## src/rtl/beacon_report_rx.sv

```systemverilog
// Beacon report receiver: parses six-word report packets and commits
// their fields atomically once the packet is confirmed good.
module beacon_report_rx #(
    parameter logic [15:0] ETHERTYPE = 16'h1662,
    parameter logic [3:0]  RPT_TYPE  = 4'h3
) (
    input  logic         clk,
    input  logic         rst,
    input  logic [133:0] in_data,
    input  logic         in_data_wr,
    input  logic         in_data_valid,
    input  logic         in_data_valid_wr,
    output logic         pktin_ready,
    input  logic [47:0]  in_local_mac_id,
    output logic [47:0]  rpt_src_mac,
    output logic [47:0]  rpt_timestamp,
    output logic [63:0]  esw_pktin_cnt,
    output logic [63:0]  esw_pktout_cnt,
    output logic [63:0]  eos_mdin_cnt,
    output logic [63:0]  eos_mdout_cnt,
    output logic [63:0]  goe_pktin_cnt,
    output logic [63:0]  goe_port0out_cnt,
    output logic [63:0]  goe_port1out_cnt,
    output logic [63:0]  goe_discard_cnt,
    output logic [7:0]   bufm_id_cnt,
    output logic [5:0]   eos_q0_used_cnt,
    output logic [5:0]   eos_q1_used_cnt,
    output logic [5:0]   eos_q2_used_cnt,
    output logic [5:0]   eos_q3_used_cnt,
    output logic         rpt_update,
    output logic [31:0]  rpt_ok_cnt,
    output logic [31:0]  rpt_err_cnt
);

    typedef enum logic [2:0] {
        IDLE, RECV, WAIT_VALID, DISCARD, COMMIT
    } state_t;

    typedef struct packed {
        logic [47:0] smac;
        logic [47:0] ts;
        logic [63:0] esw_in;
        logic [63:0] esw_out;
        logic [63:0] eos_in;
        logic [63:0] eos_out;
        logic [63:0] goe_in;
        logic [63:0] goe_p0;
        logic [63:0] goe_p1;
        logic [63:0] goe_dis;
        logic [7:0]  bufm;
        logic [5:0]  q0;
        logic [5:0]  q1;
        logic [5:0]  q2;
        logic [5:0]  q3;
    } rpt_t;

    state_t       state_q, state_d;
    logic [2:0]   cnt_q, cnt_d;
    logic         bad_q, bad_d;
    rpt_t         stg_q, stg_d;
    rpt_t         rpt_q, rpt_d;
    logic [31:0]  ok_cnt_q, ok_cnt_d;
    logic [31:0]  err_cnt_q, err_cnt_d;
    logic         commit_go;
    logic         err_inc;
    logic         start;

    logic [1:0]   flag;
    logic [127:0] pay;
    logic         is_head;
    logic         is_tail;
    logic         hdr_bad;
    logic         unused_ok;

    assign flag      = in_data[133:132];
    assign pay       = in_data[127:0];
    assign unused_ok = ^in_data[131:128];
    assign is_head   = in_data_wr && (flag == 2'b01);
    assign is_tail   = in_data_wr && (flag == 2'b10);
    assign hdr_bad   = (pay[127:80] != in_local_mac_id)
                    || (pay[31:16] != ETHERTYPE)
                    || (pay[15:12] != RPT_TYPE);

    // A head word restarts parsing from any state still taking words
    assign start = is_head && (state_q == IDLE || state_q == RECV
                               || state_q == DISCARD);

    always_comb begin
        state_d   = state_q;
        cnt_d     = cnt_q;
        bad_d     = bad_q;
        stg_d     = stg_q;
        commit_go = 1'b0;
        err_inc   = 1'b0;
        if (start) begin
            stg_d.smac = pay[79:32];
            cnt_d      = 3'd1;
            bad_d      = hdr_bad;
            err_inc    = (state_q != IDLE);
            state_d    = RECV;
        end else begin
            unique case (state_q)
                IDLE: ;
                RECV: begin
                    if (in_data_wr) begin
                        cnt_d = cnt_q + 3'd1;
                        case (cnt_q)
                            3'd1: {stg_d.esw_in, stg_d.esw_out} = pay;
                            3'd2: {stg_d.eos_in, stg_d.eos_out} = pay;
                            3'd3: {stg_d.goe_in, stg_d.goe_p0} = pay;
                            3'd4: {stg_d.goe_p1, stg_d.goe_dis} = pay;
                            3'd5: {stg_d.ts, stg_d.bufm, stg_d.q0,
                                   stg_d.q1, stg_d.q2, stg_d.q3} = pay[127:48];
                            default: ;
                        endcase
                        if (is_tail) begin
                            bad_d   = bad_q | (cnt_q != 3'd5);
                            state_d = WAIT_VALID;
                        end else if (cnt_q == 3'd5) begin
                            bad_d   = 1'b1;
                            state_d = DISCARD;
                        end
                    end
                end
                DISCARD: begin
                    if (is_tail) begin
                        state_d = WAIT_VALID;
                    end
                end
                WAIT_VALID: ;
                COMMIT:  state_d = IDLE;
                default: state_d = IDLE;
            endcase
        end
        // valid_wr decides either with the tail word or while waiting
        if (in_data_valid_wr && state_d == WAIT_VALID) begin
            if (in_data_valid && !bad_d) begin
                commit_go = 1'b1;
                state_d   = COMMIT;
            end else begin
                err_inc = 1'b1;
                state_d = IDLE;
            end
        end
    end

    assign rpt_d     = commit_go ? stg_d : rpt_q;
    assign ok_cnt_d  = (commit_go && ok_cnt_q != '1)
                     ? ok_cnt_q + 32'd1 : ok_cnt_q;
    assign err_cnt_d = (err_inc && err_cnt_q != '1)
                     ? err_cnt_q + 32'd1 : err_cnt_q;

    always_ff @(posedge clk) begin
        if (rst) begin
            state_q   <= IDLE;
            cnt_q     <= '0;
            bad_q     <= 1'b0;
            stg_q     <= '0;
            rpt_q     <= '0;
            ok_cnt_q  <= '0;
            err_cnt_q <= '0;
        end else begin
            state_q   <= state_d;
            cnt_q     <= cnt_d;
            bad_q     <= bad_d;
            stg_q     <= stg_d;
            rpt_q     <= rpt_d;
            ok_cnt_q  <= ok_cnt_d;
            err_cnt_q <= err_cnt_d;
        end
    end

    assign pktin_ready      = (state_q != COMMIT);
    assign rpt_update       = (state_q == COMMIT);
    assign rpt_ok_cnt       = ok_cnt_q;
    assign rpt_err_cnt      = err_cnt_q;
    assign rpt_src_mac      = rpt_q.smac;
    assign rpt_timestamp    = rpt_q.ts;
    assign esw_pktin_cnt    = rpt_q.esw_in;
    assign esw_pktout_cnt   = rpt_q.esw_out;
    assign eos_mdin_cnt     = rpt_q.eos_in;
    assign eos_mdout_cnt    = rpt_q.eos_out;
    assign goe_pktin_cnt    = rpt_q.goe_in;
    assign goe_port0out_cnt = rpt_q.goe_p0;
    assign goe_port1out_cnt = rpt_q.goe_p1;
    assign goe_discard_cnt  = rpt_q.goe_dis;
    assign bufm_id_cnt      = rpt_q.bufm;
    assign eos_q0_used_cnt  = rpt_q.q0;
    assign eos_q1_used_cnt  = rpt_q.q1;
    assign eos_q2_used_cnt  = rpt_q.q2;
    assign eos_q3_used_cnt  = rpt_q.q3;

endmodule
```

## config.mk

```make
export PLATFORM = sky130hd
export DESIGN_NAME = beacon_report_rx
export DESIGN_NICKNAME = d
export VERILOG_FILES = /design/src/rtl/beacon_report_rx.sv
export SDC_FILE = /design/constraint.sdc
export NUM_CORES = 2
export LEC_CHECK = 0
export CORE_ASPECT_RATIO = 0.7
export CORE_MARGIN = 2
export CORE_UTILIZATION = 40
export DETAILED_ROUTE_END_ITERATION = 6
export DONT_BUFFER_PORTS = 1
export GPL_TIMING_DRIVEN = 0
export SLEW_MARGIN = 40
export SYNTH_ARGS = -nofsm -noshare
export SYNTH_HDL_FRONTEND = slang
export SYNTH_SLANG_ARGS = --single-unit
```

## constraint.sdc

```tcl
create_clock -name clk -period 2.1 [get_ports clk]
set_input_delay 0.42 -clock clk [delete_from_list [all_inputs] [get_ports clk]]
set_output_delay 0.42 -clock clk [all_outputs]
set_load 0.05 [all_outputs]
```

==> results.json <==
{
  "timing.fmax_mhz": 363.9,
  "worstReg2RegStart": "state_q[2]$_SDFF_PP0_",
  "first_global_vias": 36849,
  "hold_path_startpoint": "in_data_wr",
  "drv.max_cap_violation_count": 0,
  "post-place-ws_ns": -1.739,
  "p_leak_uw": 0.02152,
  "slew_headroom_pct": 40.61,
  "drt_iter0_drc": 3617,
  "register_area_um2": 27150,
  "powerDensity_nw_per_um2": 862.2,
  "holdCritPathClass": "in2reg",
  "rr_worst_depth": 9,
  "synth.cell_area_um2": 50550,
  "insertion_delay_ns": 0.79,
  "timing_hold_violations_final": 0,
  "cp_data_required_time_ns": 2.80,
  "worst-r2r-setup-slack_ns": -0.65,
  "placement_rows": 109,
  "avgRoutedWirePerCell_um": 28.30,
  "failed_checks": "negative setup slack",
  "die-area_um2": 129300,
  "crit_path_end_kind": "flop",
  "postSynth.asyncResetShare_pct": 0,
  "finClkSkew_ns": 0.02603,
  "synth_cell_type_count": 56,
  "postSynthRegisterBits": 1351,
  "whs_ns": 0.09954,
  "cts_tree": "done",
  "mappedNetlistNets": 5224,
  "cts.clk_slew.worst_paths_ns": 0.07,
  "fraction_of_layout_instances_using_a_drive_strength_above_1_pct": 16.10,
  "status": "complete, but fails checks",
  "drt-vias-per-instance": 5.616,
  "avgSynthCellArea_um2": 10.05,
  "n_fill_cell": 11779,
  "global_route.overflow_total": 0,
  "hpwlAfterDp_um": 143900,
  "start_util_pct": 40.16,
  "detail_route.drc_violations": 0,
  "drtPass1Iterations": 6,
  "placement.io_buffers": 0,
  "multi_input_comb_area_um2": 22050,
  "floorplan.die.width_um": 428.9,
  "synth_enable_flop_cells": 0,
  "worst-setup-path-type": "reg2reg",
  "clock_sinks": 1351,
  "cts_buffer_depth": 3,
  "wire_length_of_the_first_global_routing_pass_um": 277900,
  "core_box_area_um2": 125900,
  "peakVddDrop_mv": 0.6495,
  "grt_setup_unrepaired": "yes",
  "internal_power_uw": 40050,
  "finalWeightedCongestion": 0.9242,
  "worstPathMaxFanout": 5,
  "startpoint_type": "flop",
  "grt_max_degree": 17,
  "min_to": "state_q[1]$_SDFF_PP0_",
  "grt_antenna_before_repair": 20,
  "cts_buffers": 135,
  "post-route-period-util_pct": 130.9,
  "boundaryPins": 893,
  "clockRootBuffer": "sky130_fd_sc_hd__clkbuf_16",
  "commonest_register_cell_after_synthesis": "sky130_fd_sc_hd__dfxtp_1",
  "maximum_level_of_the_cts_h_tree": 4,
  "worstMarginPinSlew_ns": 0.8897,
  "final_net_count": 5540,
  "seq_power_share_pct": 49.0,
  "gr-usage-all-layers_pct": 29.56,
  "synth-seq-area-share_pct": 53.50,
  "slew_violations": 0,
  "syn_inst": 5030,
  "comb_power_share_pct": 4.0,
  "fin_ws_ns": -0.6480,
  "die_h_um": 301.4,
  "route.antenna.remaining_nets": 0,
  "critical_path.reg2reg.endpoint": "rpt_ok_cnt[14]$_SDFFE_PP0P_",
  "sw_frac_of_total_pct": 23.53,
  "detailroute.via_count": 40036,
  "routed_wl_um": 201800,
  "finalCriticalPeriod_ns": 2.748,
  "synth.yosys.warnings": 0,
  "netSwitchingPower_uw": 12330,
  "power_frac_clock_pct": 47.0,
  "setup_viol": 1292,
  "holdPathStages": 4,
  "cp.arrival_ns": 3.45,
  "synthToLayoutAreaGrowth_pct": 20.17
}
-- sequential cells by signal, indices dropped and copies added, names as in the netlist, 8 cells and up --
name / count
stg_q: 640
eos_mdin_cnt: 64
eos_mdout_cnt: 64
esw_pktin_cnt: 64
esw_pktout_cnt: 64
goe_discard_cnt: 64
goe_pktin_cnt: 64
goe_port0out_cnt: 64
goe_port1out_cnt: 64
rpt_src_mac: 48
rpt_timestamp: 48
rpt_err_cnt: 32
rpt_ok_cnt: 32
bufm_id_cnt: 8
-- cell usage in the layout (no fill, tap or decap), drive strengths merged, types with 18 or more instances in the layout --
master / synthesis / final
nand3b: 384 / 384
o31ai: 413 / 413
dlygate4sd3: 0 / 132
a21oi: 306 / 306
nor2b: 270 / 270
nand4: 31 / 31
dfxtp: 1351 / 1351
or4: 28 / 28
buf: 206 / 237
xnor2: 50 / 50
nand2: 546 / 546
nor2: 416 / 416
nand3: 26 / 26
inv: 10 / 18
clkbuf: 221 / 436
mux2i: 386 / 386
mux2: 270 / 270
clkinv: 0 / 29
o21ai: 21 / 21
-- how the worst max path moves through the flow --
stage          slack [ns]  depth (start not counted)                  startpoint                                end
2_1_floorplan       -0.24                          9  rpt_ok_cnt[6]$_SDFFE_PP0P_        rpt_ok_cnt[26]$_SDFFE_PP0P_
3_3_place_gp        -3.53                         10                 in_data[31]   goe_port0out_cnt[1]$_SDFFE_PP0P_
3_5_place_dp        -1.74                         10                 in_data[19]  goe_port0out_cnt[48]$_SDFFE_PP0P_
4_1_cts             -0.66                          8       state_q[2]$_SDFF_PP0_        rpt_ok_cnt[26]$_SDFFE_PP0P_
5_1_grt             -0.73                          9       state_q[2]$_SDFF_PP0_        rpt_ok_cnt[15]$_SDFFE_PP0P_
6_report            -0.65                          9       state_q[2]$_SDFF_PP0_        rpt_ok_cnt[14]$_SDFFE_PP0P_
-- power by group through the flow --
stage	sequential, µW	combinational, µW	clock [µW]
3_3_place_gp	26300	1370	0
4_1_cts	25700	2020	24900
2_1_floorplan	26300	835	0
3_5_place_dp	26300	1420	0
6_report	25700	2090	24600
5_1_grt	25700	2170	26000
-- through the flow --
stage	instances	power [µW]	utilization [%]	instance area (µm²)	TNS [ns]
2_1_floorplan	5030	27090	-	50900	-21.60
3_3_place_gp	6695	27630	42.09	52980	-3513.20
3_5_place_dp	6705	27680	42.31	53260	-1717.66
4_1_cts	7092	52600	47.57	59890	-611.50
5_1_grt	7124	53870	48.25	60730	-670.24
6_report	7129	52370	48.26	60750	-543.17
-- layout make-up --
cell class                 count  share of cell area, %
sequential                  1351                  44.70
multi-input combinational   3243                  36.30
clock buffer                 201                  6.566
buffer                       427                  4.750
tap                         1665                  3.429
timing repair buffer         178                  3.349
clock inverter                45                 0.7992
inverter                      10                0.06591
antenna                        9                0.03708
-- repair_timing --
| action | CTS | global route |
|---|---|---|
| gates cloned | 4 | 14 |
| resized for setup | 205 | 117 |
| hold endpoints to repair | 1228 | 0 |
| buffers inserted | 5 | 14 |
| endpoints found under the setup margin | 1351 | 1350 |
| hold buffers | 132 | 0 |
| pin swaps | 23 | 23 |
-- synthesized netlist by cell type, drive strengths merged, types with 2 or more instances --
master / n / area share, %
nor4b: 2 / 0.035
nand3b: 384 / 5.7
and2: 2 / 0.025
dfxtp: 1351 / 54
or3: 17 / 0.21
a211oi: 2 / 0.040
or2: 2 / 0.025
o31ai: 413 / 6.2
nor3: 16 / 0.20
or3b: 2 / 0.035
mux2: 270 / 6.0
a21oi: 306 / 3.0
nor4bb: 2 / 0.040
nand2: 546 / 4.1
ha: 7 / 0.17
nand4: 31 / 0.41
and3b: 2 / 0.035
inv: 10 / 0.074
and4: 10 / 0.19
nand3: 26 / 0.26
nand2b: 2 / 0.025
nor4: 7 / 0.099
o311ai: 2 / 0.084
xnor2: 50 / 0.87
o21ai: 21 / 0.21
or4: 28 / 0.42
nor2b: 270 / 3.3
mux2i: 386 / 7.6
clkbuf: 221 / 1.6
nor3b: 6 / 0.089
buf: 206 / 2.0
nor2: 416 / 3.1
and3: 7 / 0.087
-- cells by family after synthesis --
family	Yosys count	share of synthesized area, %
muxes	656	13.67
AOI/OAI and AO/OA	749	9.616
buffers and inverters	437	3.755
xor gates and xnor gates	51	0.8836
DFF	1351	53.50
adders and majority gates	7	0.1733
and+or+nand+nor	1779	18.40
-- routing by layer --
metal	up-vias	track usage, %	routed length (µm)
met3	357	9.797	19030
met4	14	10.39	7669
met2	1692	44.04	86820
met5	-	0	272
met1	19843	39.92	87980
li1	18130	-	-
-- worst max-delay path, stage by stage, from the launching register on --
cell,delay (ns)
sky130_fd_sc_hd__dfxtp_4,0.36
sky130_fd_sc_hd__and4bb_2,0.36
sky130_fd_sc_hd__nand4_1,0.22
sky130_fd_sc_hd__nor4_2,0.27
sky130_fd_sc_hd__and4_4,0.37
sky130_fd_sc_hd__o211ai_4,0.17
sky130_fd_sc_hd__buf_6,0.17
sky130_fd_sc_hd__buf_6,0.12
sky130_fd_sc_hd__or4_4,0.48
sky130_fd_sc_hd__a21oi_2,0.14
Power figures use the tool's default switching activity.
